<file path="config.mk">
export PLATFORM = sky130hd
export DESIGN_NAME = wash_bay_scheduler
export DESIGN_NICKNAME = d
export VERILOG_FILES = /design/src/rtl/wash_pkg.sv /design/src/rtl/wash_order_fifo.sv /design/src/rtl/wash_bay_scheduler.sv
export SDC_FILE = /design/constraint.sdc
export NUM_CORES = 1
export LEC_CHECK = 0
export BUFFER_PORTS_ARGS = -buffer_cell sky130_fd_sc_hd__buf_2
export CORE_MARGIN = 5
export CORE_UTILIZATION = 56
export CTS_BUF_LIST = sky130_fd_sc_hd__clkbuf_2 sky130_fd_sc_hd__clkbuf_4 sky130_fd_sc_hd__clkbuf_8
export CTS_CLUSTER_DIAMETER = 100
export DETAILED_ROUTE_END_ITERATION = 16
export PLACE_DENSITY = 0.87
export SLEW_MARGIN = 20
export SYNTH_ARGS = -nofsm -noshare
export SYNTH_HDL_FRONTEND = slang
export SYNTH_HIERARCHICAL = 1
export SYNTH_SLANG_ARGS = --single-unit
</file>
<file path="constraint.sdc">
create_clock -name clk -period 2.5 [get_ports clk]
set_input_delay 0.625 -clock clk [delete_from_list [all_inputs] [get_ports clk]]
set_output_delay 0.625 -clock clk [all_outputs]
set_load 0.03 [all_outputs]
</file>
<file path="src/rtl/wash_pkg.sv">
`default_nettype none
// ============================================================================
// Module      : wash_pkg
// Description : Shared types, wash-selection encodings and the round-robin
//               grant helper for the wash bay scheduler.
// Revision    : 1.0 - initial release
// ============================================================================
package wash_pkg;

    // Widest bay count the round-robin helper supports
    localparam int MAX_BAYS = 8;

    // Wash selection encodings as sent by the POS
    localparam logic [1:0] SEL_NONE       = 2'd0;
    localparam logic [1:0] SEL_BASIC      = 2'd1;
    localparam logic [1:0] SEL_BASIC_PLUS = 2'd2;
    localparam logic [1:0] SEL_DETAIL     = 2'd3;

    // Per-bay lifecycle
    typedef enum logic [1:0] {
        IDLE  = 2'd0,
        START = 2'd1,
        BUSY  = 2'd2,
        FAULT = 2'd3
    } bay_state_t;

    // One-hot grant to the first eligible bay at or above ptr, wrapping at n.
    // ptr is always below n, so a single subtraction keeps the index in range.
    function automatic logic [MAX_BAYS-1:0] rr_pick(
        input logic [MAX_BAYS-1:0] eligible,
        input logic [2:0]          ptr,
        input logic [3:0]          n
    );
        logic [MAX_BAYS-1:0] grant;
        logic                found;
        logic [3:0]          idx;
        grant = '0;
        found = 1'b0;
        for (int k = 0; k < MAX_BAYS; k++) begin
            idx = {1'b0, ptr} + 4'(k);
            if (idx >= n) begin
                idx = idx - n;
            end
            if ((4'(k) < n) && !found && eligible[idx[2:0]]) begin
                grant[idx[2:0]] = 1'b1;
                found           = 1'b1;
            end
        end
        return grant;
    endfunction

endpackage
`default_nettype wire

</file>
<file path="src/rtl/wash_order_fifo.sv">
`default_nettype none
// ============================================================================
// Module      : wash_order_fifo
// Description : Synchronous order FIFO. Pointers carry an extra wrap bit so
//               full and empty are told apart by the pointer difference.
// Revision    : 1.0 - initial release
// ============================================================================
module wash_order_fifo
    import wash_pkg::*;
#(
    parameter int DEPTH = 8,
    parameter int W     = 2
) (
    input  logic                     clk,
    input  logic                     reset,
    input  logic                     i_push,
    input  logic [W-1:0]             i_data,
    input  logic                     i_pop,
    output logic [W-1:0]             o_data,
    output logic                     o_full,
    output logic                     o_empty,
    output logic [$clog2(DEPTH):0]   o_count
);

    localparam int c_aw    = $clog2(DEPTH);
    localparam int c_cnt_w = c_aw + 1;

    logic [W-1:0]       r_mem [DEPTH];
    logic [c_aw:0]      r_wr_ptr;
    logic [c_aw:0]      r_rd_ptr;
    logic [c_cnt_w-1:0] w_count;
    logic               w_do_push;
    logic               w_do_pop;

    assign w_count   = r_wr_ptr - r_rd_ptr;
    assign o_count   = w_count;
    assign o_full    = (w_count == c_cnt_w'(DEPTH));
    assign o_empty   = (w_count == '0);
    assign o_data    = r_mem[r_rd_ptr[c_aw-1:0]];
    assign w_do_push = i_push && !o_full;
    assign w_do_pop  = i_pop && !o_empty;

    // Advance read/write pointers independently; simultaneous push/pop leaves count unchanged
    always_ff @(posedge clk) begin
        if (reset) begin
            r_wr_ptr <= '0;
            r_rd_ptr <= '0;
        end else begin
            if (w_do_push) begin
                r_wr_ptr <= r_wr_ptr + 1'b1;
            end
            if (w_do_pop) begin
                r_rd_ptr <= r_rd_ptr + 1'b1;
            end
        end
    end

    // Order storage; contents need no reset because the pointers gate visibility
    always_ff @(posedge clk) begin
        if (w_do_push) begin
            r_mem[r_wr_ptr[c_aw-1:0]] <= i_data;
        end
    end

endmodule
`default_nettype wire

</file>
<file path="src/rtl/wash_bay_scheduler.sv">
`default_nettype none
// ============================================================================
// Module      : wash_bay_scheduler
// Description : Buffers paid orders and dispatches them round-robin to free
//               wash bays, tracking each bay through start/busy/complete with
//               a watchdog that faults overrunning bays.
// Revision    : 1.0 - initial release
// ============================================================================
module wash_bay_scheduler
    import wash_pkg::*;
#(
    parameter int NUM_BAYS        = 4,
    parameter int QUEUE_DEPTH     = 8,
    parameter int WATCHDOG_CYCLES = 4096,
    parameter int CNT_W           = 16
) (
    input  logic                           clk,
    input  logic                           reset,
    input  logic                           order_valid,
    input  logic [1:0]                     order_sel,
    output logic                           order_ready,
    input  logic [NUM_BAYS-1:0]            bay_avail,
    input  logic [NUM_BAYS-1:0]            bay_done,
    input  logic [NUM_BAYS-1:0]            fault_clear,
    output logic [NUM_BAYS-1:0]            bay_start,
    output logic [2*NUM_BAYS-1:0]          bay_sel,
    output logic [NUM_BAYS-1:0]            bay_fault,
    output logic [$clog2(QUEUE_DEPTH):0]   queue_count,
    output logic [CNT_W-1:0]               washes_done
);

    localparam int c_ptr_w = $clog2(NUM_BAYS);
    localparam int c_wd_w  = $clog2(WATCHDOG_CYCLES);
    localparam logic [c_wd_w-1:0] c_wd_max = c_wd_w'(WATCHDOG_CYCLES - 1);

    logic                  w_full;
    logic                  w_empty;
    logic [1:0]            w_head_sel;
    logic                  w_push;
    logic                  w_pop;
    logic [NUM_BAYS-1:0]   w_eligible;
    logic [NUM_BAYS-1:0]   w_grant;
    logic [NUM_BAYS-1:0]   w_complete;
    logic [MAX_BAYS-1:0]   w_elig_pad;
    logic [MAX_BAYS-1:0]   w_pick;
    logic [2:0]            w_ptr_pad;
    logic [c_ptr_w-1:0]    r_rr_ptr;
    logic [c_ptr_w-1:0]    w_grant_idx;
    logic [c_ptr_w-1:0]    w_rr_nxt;
    logic [3:0]            w_done_cnt;
    logic [CNT_W-1:0]      r_washes;

    // Readiness depends on occupancy alone, so a full FIFO never takes a push
    // even if a dispatch frees a slot on the same edge
    assign order_ready = !w_full;
    assign w_push      = order_valid && !w_full && (order_sel != SEL_NONE);
    assign w_pop       = !w_empty && (|w_eligible);
    assign washes_done = r_washes;

    wash_order_fifo #(
        .DEPTH (QUEUE_DEPTH),
        .W     (2)
    ) u_fifo (
        .clk     (clk),
        .reset   (reset),
        .i_push  (w_push),
        .i_data  (order_sel),
        .i_pop   (w_pop),
        .o_data  (w_head_sel),
        .o_full  (w_full),
        .o_empty (w_empty),
        .o_count (queue_count)
    );

    // Round-robin grant search and next pointer just past the granted bay
    always_comb begin
        w_elig_pad                = '0;
        w_elig_pad[NUM_BAYS-1:0]  = w_eligible;
        w_ptr_pad                 = '0;
        w_ptr_pad[c_ptr_w-1:0]    = r_rr_ptr;
        w_pick                    = rr_pick(w_elig_pad, w_ptr_pad, 4'(NUM_BAYS));
        w_grant                   = w_pop ? w_pick[NUM_BAYS-1:0] : '0;
        w_grant_idx               = '0;
        for (int k = 0; k < MAX_BAYS; k++) begin
            if (w_pick[k]) begin
                w_grant_idx = c_ptr_w'(k);
            end
        end
        w_rr_nxt = (w_grant_idx == c_ptr_w'(NUM_BAYS - 1)) ? '0 : w_grant_idx + c_ptr_w'(1);
    end

    // Round-robin pointer moves only when an order is actually dispatched
    always_ff @(posedge clk) begin
        if (reset) begin
            r_rr_ptr <= '0;
        end else if (w_pop) begin
            r_rr_ptr <= w_rr_nxt;
        end
    end

    // Count bays completing this cycle
    always_comb begin
        w_done_cnt = '0;
        for (int i = 0; i < NUM_BAYS; i++) begin
            w_done_cnt = w_done_cnt + {3'b000, w_complete[i]};
        end
    end

    // Completed-wash counter, wraps naturally
    always_ff @(posedge clk) begin
        if (reset) begin
            r_washes <= '0;
        end else begin
            r_washes <= r_washes + CNT_W'(w_done_cnt);
        end
    end

    generate
        for (genvar i = 0; i < NUM_BAYS; i++) begin : g_bay
            bay_state_t        r_state;
            bay_state_t        w_state_nxt;
            logic [c_wd_w-1:0] r_wd;
            logic [c_wd_w-1:0] w_wd_nxt;
            logic [1:0]        r_sel;

            assign w_eligible[i]     = (r_state == IDLE) && bay_avail[i];
            assign w_complete[i]     = (r_state == BUSY) && bay_done[i];
            assign bay_start[i]      = (r_state == START);
            assign bay_fault[i]      = (r_state == FAULT);
            assign bay_sel[2*i +: 2] = r_sel;

            // Bay state, watchdog and latched selection registers
            always_ff @(posedge clk) begin
                if (reset) begin
                    r_state <= IDLE;
                    r_wd    <= '0;
                    r_sel   <= '0;
                end else begin
                    r_state <= w_state_nxt;
                    r_wd    <= w_wd_nxt;
                    if (w_grant[i]) begin
                        r_sel <= w_head_sel;
                    end
                end
            end

            // Bay lifecycle; completion outranks watchdog expiry on the same cycle
            always_comb begin
                w_state_nxt = r_state;
                w_wd_nxt    = r_wd;
                case (r_state)
                    IDLE: begin
                        if (w_grant[i]) begin
                            w_state_nxt = START;
                        end
                    end
                    START: begin
                        w_state_nxt = BUSY;
                        w_wd_nxt    = '0;
                    end
                    BUSY: begin
                        if (bay_done[i]) begin
                            w_state_nxt = IDLE;
                        end else if (r_wd == c_wd_max) begin
                            w_state_nxt = FAULT;
                        end else begin
                            w_wd_nxt = r_wd + c_wd_w'(1);
                        end
                    end
                    FAULT: begin
                        if (fault_clear[i]) begin
                            w_state_nxt = IDLE;
                        end
                    end
                    default: begin
                        w_state_nxt = IDLE;
                    end
                endcase
            end
        end
    endgenerate

endmodule
`default_nettype wire
</file>
==> impl_metrics.toml, run 1 <==
[drt]
viasPerCell = 5.75
wl_per_cell_um = 16.6
num_vias = 4953
drt-total-wl_um = 14300
drt_iter0_markers = 285
ant_nets = 0
drc = 0
dr.pass1.iters = 6

[worst_setup_path]
cp_slowest_stage_delay_ns = 0.37
crit_start = "u_fifo/r_wr_ptr[0]"
cp_common_cell = "inv_4"
critPathCaptureType = "output pin"
ff2ff_path_depth = 14
cp.arrival_ns = 2.23
required_ns = 1.88
crit_chain = "inv_4 -> ha_4 -> inv_2 -> fa_2 -> xor2_4 -> or3_4 -> a21oi_4 -> inv_4 -> buf_6"
path_class = "register to output pin"
worstReg2RegEnd = "u_fifo/r_wr_ptr[3]"
slowest_stage = "dfxtp_4"
crit_family = "adder cells"
reg2reg_from = "u_fifo/r_wr_ptr[0]"
r2r_slack_ns = -0.25
startpoint_type = "register"
crit_end = "order_ready"
crit_fanout = 2
cp.depth = 9
critPathBufInv = 4

[placed_design]
place_area_mm2 = 0.00653
place.gp.congestion = 0.966
io_buffers = 53
dp_slack_ns = -0.329
hpwl_um = 9870
dp_cells = 826

[die]
die_h_um = 110
die_w_um = 110
fp.coreArea_mm2 = 0.00982
initial_utilization = 0.576
row_count = 36
ios = 54
die-area_mm2 = 0.0122

[layout]
fillers = 686
nets = 762
drive_gt1_frac = 0.312
multi_input_area_mm2 = 0.00343
area_growth_syn_to_layout_pct = 25.9
register_area_mm2 = 0.00235
final_area_mm2 = 0.00712
antenna_cells = 0
fin_cells = 861

[pwr]
power.internal_mw = 4.49
sequentialPowerShare = 0.282
power_density_mw_per_mm2 = 1060
p_comb_frac = 0.569
clockPowerShare = 0.149
leakagePower_nw = 2.84
power.switching_mw = 3.06
max-vdd-ir-drop_mv = 0.711
swShare = 0.405
p_total_mw = 7.55

[timing]
slew_headroom = 0.709
fmax_mhz = 350
worst_pin_slew_ns = 0.431
clock_skew_ns = 0.0129
setup_ws_ns = -0.358
fin_hold_ws_ns = 0.479
setup_viol = 39
slew_viol_final = 0
grt_setup_unrepaired = "yes"
hold_viol = 0
finalCriticalPeriod_ns = 2.86
period_share = 1.14

[cts]
path_clk_slew_ns = 0.10
clk_path_buf_depth = 2
clock_latency_ns = 0.40
h-tree-depth = 3
root_buffer = "clkbuf_8"
cts_buffers = 9
cts.sinks = 109
cts_tree = "yes"

[job]
max-cap-violations = 0

[global_route]
gr-total-overflow = 0
grt_pass1_wl_um = 22600
grt_max_degree = 22
grtUsageTotal = 0.222
first_global_vias = 4879
antenna_found_initial = 0

[yosys]
synth_edf_count = 16
syn_area_mm2 = 0.00566
ys_seq_elements = 109
syn_inst = 602
synth.avg_cell_area_um2 = 9.39
async_reset_ff_frac = 0
yosys.cell_types.count = 74
yosys_warnings = 6
yosysSeqAreaShare = 0.414
syn_nets = 641
ys.flop_type = "dfxtp_1"

[run_status]
violations = "setup timing"
status = "finished with violations"

[min_path]
hp-class = "register to register"
[cells in the mapped netlist (13+ instances only)]
library cell,instances,area share
xor2_1,27,0.042
nand2_1,42,0.028
inv_1,23,0.015
nor2_1,96,0.064
edfxtp_1,16,0.085
nand3_1,22,0.019
xnor2_1,28,0.043
nor3_1,13,0.012
ha_1,18,0.040
dfxtp_1,93,0.33
a21oi_1,28,0.025
[power groups by stage]
stage                     sequential, mW  combinational [mW]  clock [mW]
after detailed placement            2.16                3.44           0
after global placement              2.15                3.35           0
after global routing                2.16                4.56        1.22
after CTS                           2.12                3.79        1.14
after floorplan                     2.28                2.20           0
final                               2.13                4.29        1.12
[registers in the layout, summed over array words and instances, names as in the netlist, named ones only]
name / flops
r_rr_ptr: 2
u_fifo/r_rd_ptr: 4
g_bay.r_state: 8
g_bay.r_wd: 48
washes_done: 16
u_fifo/r_wr_ptr: 4
u_fifo/r_mem: 16
g_bay.r_sel: 8
[worst min-delay path, stage by stage, from the launching register on]
cell and delay (ns):
dfxtp_1 0.33, nand2_1 0.05, mux2i_1 0.05
[placed cells by master, fill, tap and decap left out, types with 16 or more instances in the layout]
cell type and count:
edfxtp_1 16, nand3_1 18, buf_2 50, xor2_1 26, a21oi_1 26, nand2_1 40
buf_4 68, nor2_1 93, inv_1 16, xnor2_1 27, dfxtp_1 85
[final cells by class]
cell class	count	area share
Sequential cell	109	0.331
Clock buffer	9	0.0174
Tap cell	133	0.0234
Timing Repair Buffer	126	0.119
Multi-Input combinational cell	452	0.482
Clock inverter	7	0.0118
Inverter	25	0.0149
[worst min-delay path by stage]
stage / from / endpoint / depth (start not counted)
finish: g_bay[0].r_sel[1] / g_bay[0].r_sel[1] / 2
global route: g_bay[0].r_sel[1] / g_bay[0].r_sel[1] / 2
floorplan: g_bay[0].r_wd[6] / g_bay[0].r_wd[6] / 2
detailed placement: g_bay[0].r_sel[1] / g_bay[0].r_sel[1] / 2
CTS: g_bay[0].r_sel[1] / g_bay[0].r_sel[1] / 2
global placement: g_bay[0].r_sel[0] / g_bay[0].r_sel[0] / 2
[timing repair]
item | 4_1_cts | 5_1_grt
gates cloned | 0 | 0
hold buffers | 0 | 0
pin swaps | 11 | 16
gates resized for setup | 23 | 31
endpoints found under the setup margin | 36 | 46
setup buffers | 8 | 14
[kinds of logic (layout without fill, tap and decap cells)]
| group | after synthesis | in the layout | share of synthesized area |
|---|---|---|---|
| flops | 109 | 109 | 0.414 |
| simple gates | 271 | 271 | 0.247 |
| fa+ha+maj | 22 | 22 | 0.0540 |
| xor+xnor | 55 | 55 | 0.0852 |
| compound gates | 79 | 79 | 0.105 |
| buf+inv | 41 | 167 | 0.0305 |
| mux | 25 | 25 | 0.0644 |
[stage by stage]
stage / setup TNS (ns) / utilization
after detailed placement: -7.83 / 0.665
after global routing: -8.32 / 0.725
after global placement: -4.51 / 0.665
final: -4.61 / 0.725
after floorplan: -2.81 / -
after CTS: -3.08 / 0.701
[routing by layer]
metal	GRT usage	share of wire	vias to the layer above
met5	0	0	-
met2	0.383	0.51	182
met4	0.0936	0.034	0
li1	-	-	2354
met3	0.0503	0.058	47
met1	0.264	0.40	2370
(Power assumes the default switching activity.)
==> run 2, diff against run 1 <==
--- a/config.mk
+++ b/config.mk
@@ -5,6 +5,7 @@
 export SDC_FILE = /design/constraint.sdc
 export NUM_CORES = 1
 export LEC_CHECK = 0
+export ABC_AREA = 1
 export BUFFER_PORTS_ARGS = -buffer_cell sky130_fd_sc_hd__buf_2
 export CORE_MARGIN = 5
 export CORE_UTILIZATION = 56
==> run 2 against run 1 <==
Compared with the run above:
- the run still ends with setup timing left
- critical path depth is 7 higher
- synthesized cell count is 33% higher
- area after synthesis is 4.8% higher
- largest cell class unchanged
- highest routed layer unchanged
- largest power group unchanged
- count of clock-buffer cells in the layout is 3 higher
- clock skew is 0.0034 ns higher
- final cell count is 22% higher
==> impl_metrics.toml, run 2 <==
[pwr]
max-vdd-ir-drop_mv = 0.932
leakagePower_nw = 3.15
power_density_mw_per_mm2 = 1000
p_total_mw = 7.21

[cts]
h-tree-depth = 3
path_clk_slew_ns = 0.10
clock_latency_ns = 0.38
cts.sinks = 109
clk_path_buf_depth = 2
cts_tree = "yes"
cts_buffers = 9
root_buffer = "clkbuf_8"

[layout]
final_area_mm2 = 0.00719
most-common-layout-cells = "nand2_1, inv_1, nor2_1"
top_register = "g_bay.r_wd"
drive_gt1_frac = 0.273
register_area_mm2 = 0.00235
utilization = 0.697
area_growth_syn_to_layout_pct = 21.3
fin_cells = 1049
fillers = 783
largest_reg_flops = 48
multi_input_area_mm2 = 0.00330
final_common_cell = "nand2_1"
antenna_cells = 0
nets = 947

[timing]
grt_setup_unrepaired = "yes"
slew_viol_final = 0
slew_headroom = 0.492
finalCriticalPeriod_ns = 2.92
worst_pin_slew_ns = 0.761
setup_tns_ns = -1.66
fmax_mhz = 342
setup_ws_ns = -0.424
hold_viol = 0
clock_skew_ns = 0.0164
period_share = 1.17
setup_viol = 7

[yosys]
ys.flop_type = "dfxtp_1"
async_reset_ff_frac = 0
yosysTopAreaCell = "dfxtp_1"
yosysSeqAreaShare = 0.395
synth_top_cell_area_share = 0.314
synth_edf_count = 16
synth.avg_cell_area_um2 = 7.42
yosys.cell_types.count = 48
ys_top_cells_by_count = "nand2_1, inv_1, nor2_1, dfxtp_1"
yosys_warnings = 6
yosysMostFrequentCell = "nand2_1"
ys_top_cells_by_area = "dfxtp_1, edfxtp_1, nand2_1"
ys_seq_elements = 109
syn_inst = 799
syn_nets = 838
syn_area_mm2 = 0.00593

[drt]
ant_nets = 0
wl_per_cell_um = 13.3
num_vias = 5587
dr.pass1.iters = 5
drc = 0
drt_iter0_markers = 399
drt-total-wl_um = 13900
viasPerCell = 5.33

[run_status]
violations = "setup timing"
status = "finished with violations"

[job]
max-cap-violations = 0

[die]
die_h_um = 113
initial_utilization = 0.574
ios = 54
die_w_um = 113
die-area_mm2 = 0.0127
row_count = 37
fp.coreArea_mm2 = 0.0103

[placed_design]
dp_cells = 1017
io_buffers = 53
place.gp.congestion = 0.888
place_area_mm2 = 0.00668
hpwl_um = 9820

[worst_setup_path]
path_class = "input port to register"
startpoint_type = "input port"
reg2reg_from = "g_bay[0].r_state[1]"
required_ns = 2.78
cp_slowest_stage_delay_ns = 0.55
crit_fanout = 2
slowest_stage = "fa_1"
critPathCaptureType = "register"
crit_chain = "buf_2 -> inv_1 -> nor2_4 -> fa_1 -> fa_2 -> inv_2 -> fa_2 -> nor2_4 -> and3_4 -> nand2_4 -> nor2_4 -> nand2_2 -> nor3_2 -> nand2_1 -> o21ai_1 -> a21oi_1"
cp.arrival_ns = 3.20
cp_common_cell = "nor2_4"
crit_family = "adder cells"
critPathBufInv = 3
crit_start = "bay_done[0]"

[min_path]
min_from = "g_bay[0].r_sel[0]"
hp-class = "register to register"

[global_route]
antenna_found_initial = 0
grt_max_degree = 25
first_global_vias = 5127
grtUsageTotal = 0.209
gr-total-overflow = 0
grt_pass1_wl_um = 22200
==> run 2: cell count changes after synthesis, moves of 28 or more <==
| cell | delta |
|---|---|
| a21oi_1 | +33 |
| inv_1 | +88 |
| nand2_1 | +83 |
| nand3_1 | +39 |
| o21ai_0 | +36 |
| xnor2_1 | -28 |
==> run 2: kinds of logic (layout without fill, tap and decap cells) <==
logic type                 after synthesis  after routing  synth area share
and+or+nand+nor                        398            398             0.336
AOI/OAI and AO/OA                      131            132             0.123
adders and majority gates               22             22            0.0515
DFF                                    109            109             0.395
buffers and inverters                  132            245            0.0842
xor gates and xnor gates                 7              7            0.0103
==> run 2: tightest hold or removal path, stage by stage (launching register included) <==
cell	delay, ns
dfxtp_1	0.32
nand2_1	0.06
a21oi_1	0.05
==> run 2: layer usage <==
metal | global-route usage | routed length, µm
met1 | 0.265 | 6160
met2 | 0.354 | 6820
met3 | 0.0513 | 780
met4 | 0.0585 | 189
met5 | 0 | 0
==> run 2: final timing paths <==
path                                           to  cells past startpoint  slack, ns
worst max-delay path              washes_done[14]                     16      -0.42
worst min-delay path            g_bay[0].r_sel[0]                      2       0.47
worst max register to register    washes_done[14]                     17      -0.42
worst min register to register  g_bay[0].r_sel[0]                      2       0.47
==> run 2: final cells by class <==
cell class,count,share of cell area
clock buffers,12,0.0221
multi-input cells,559,0.459
flip-flops and latches,109,0.327
repair buffers,105,0.0965
well taps,136,0.0237
inverters,124,0.0682
clock inverters,4,0.00313
==> run 2: repair_timing <==
item,CTS,global route
hold buffers,0,0
gates cloned,0,1
buffers inserted,7,9
setup endpoints to repair,37,37
resized for setup,19,46
pin swaps,16,20
==> run 2: power breakdown <==
group	total, mW	leakage (nW)	switching (mW)	internal, mW
registers	2.14	0.901	0.142	1.99
logic	4.06	2.16	2.55	1.51
clock network	1.01	0.0956	0.587	0.424
total	7.21	3.15	3.28	3.93
==> run 2: metrics by stage <==
stage / worst slack [ns] / hold WS (ns)
2_1_floorplan: -0.514 / 0.439
3_3_place_gp: -0.695 / 0.452
3_5_place_dp: -0.743 / 0.453
4_1_cts: -0.314 / 0.466
5_1_grt: -0.582 / 0.507
6_report: -0.424 / 0.471
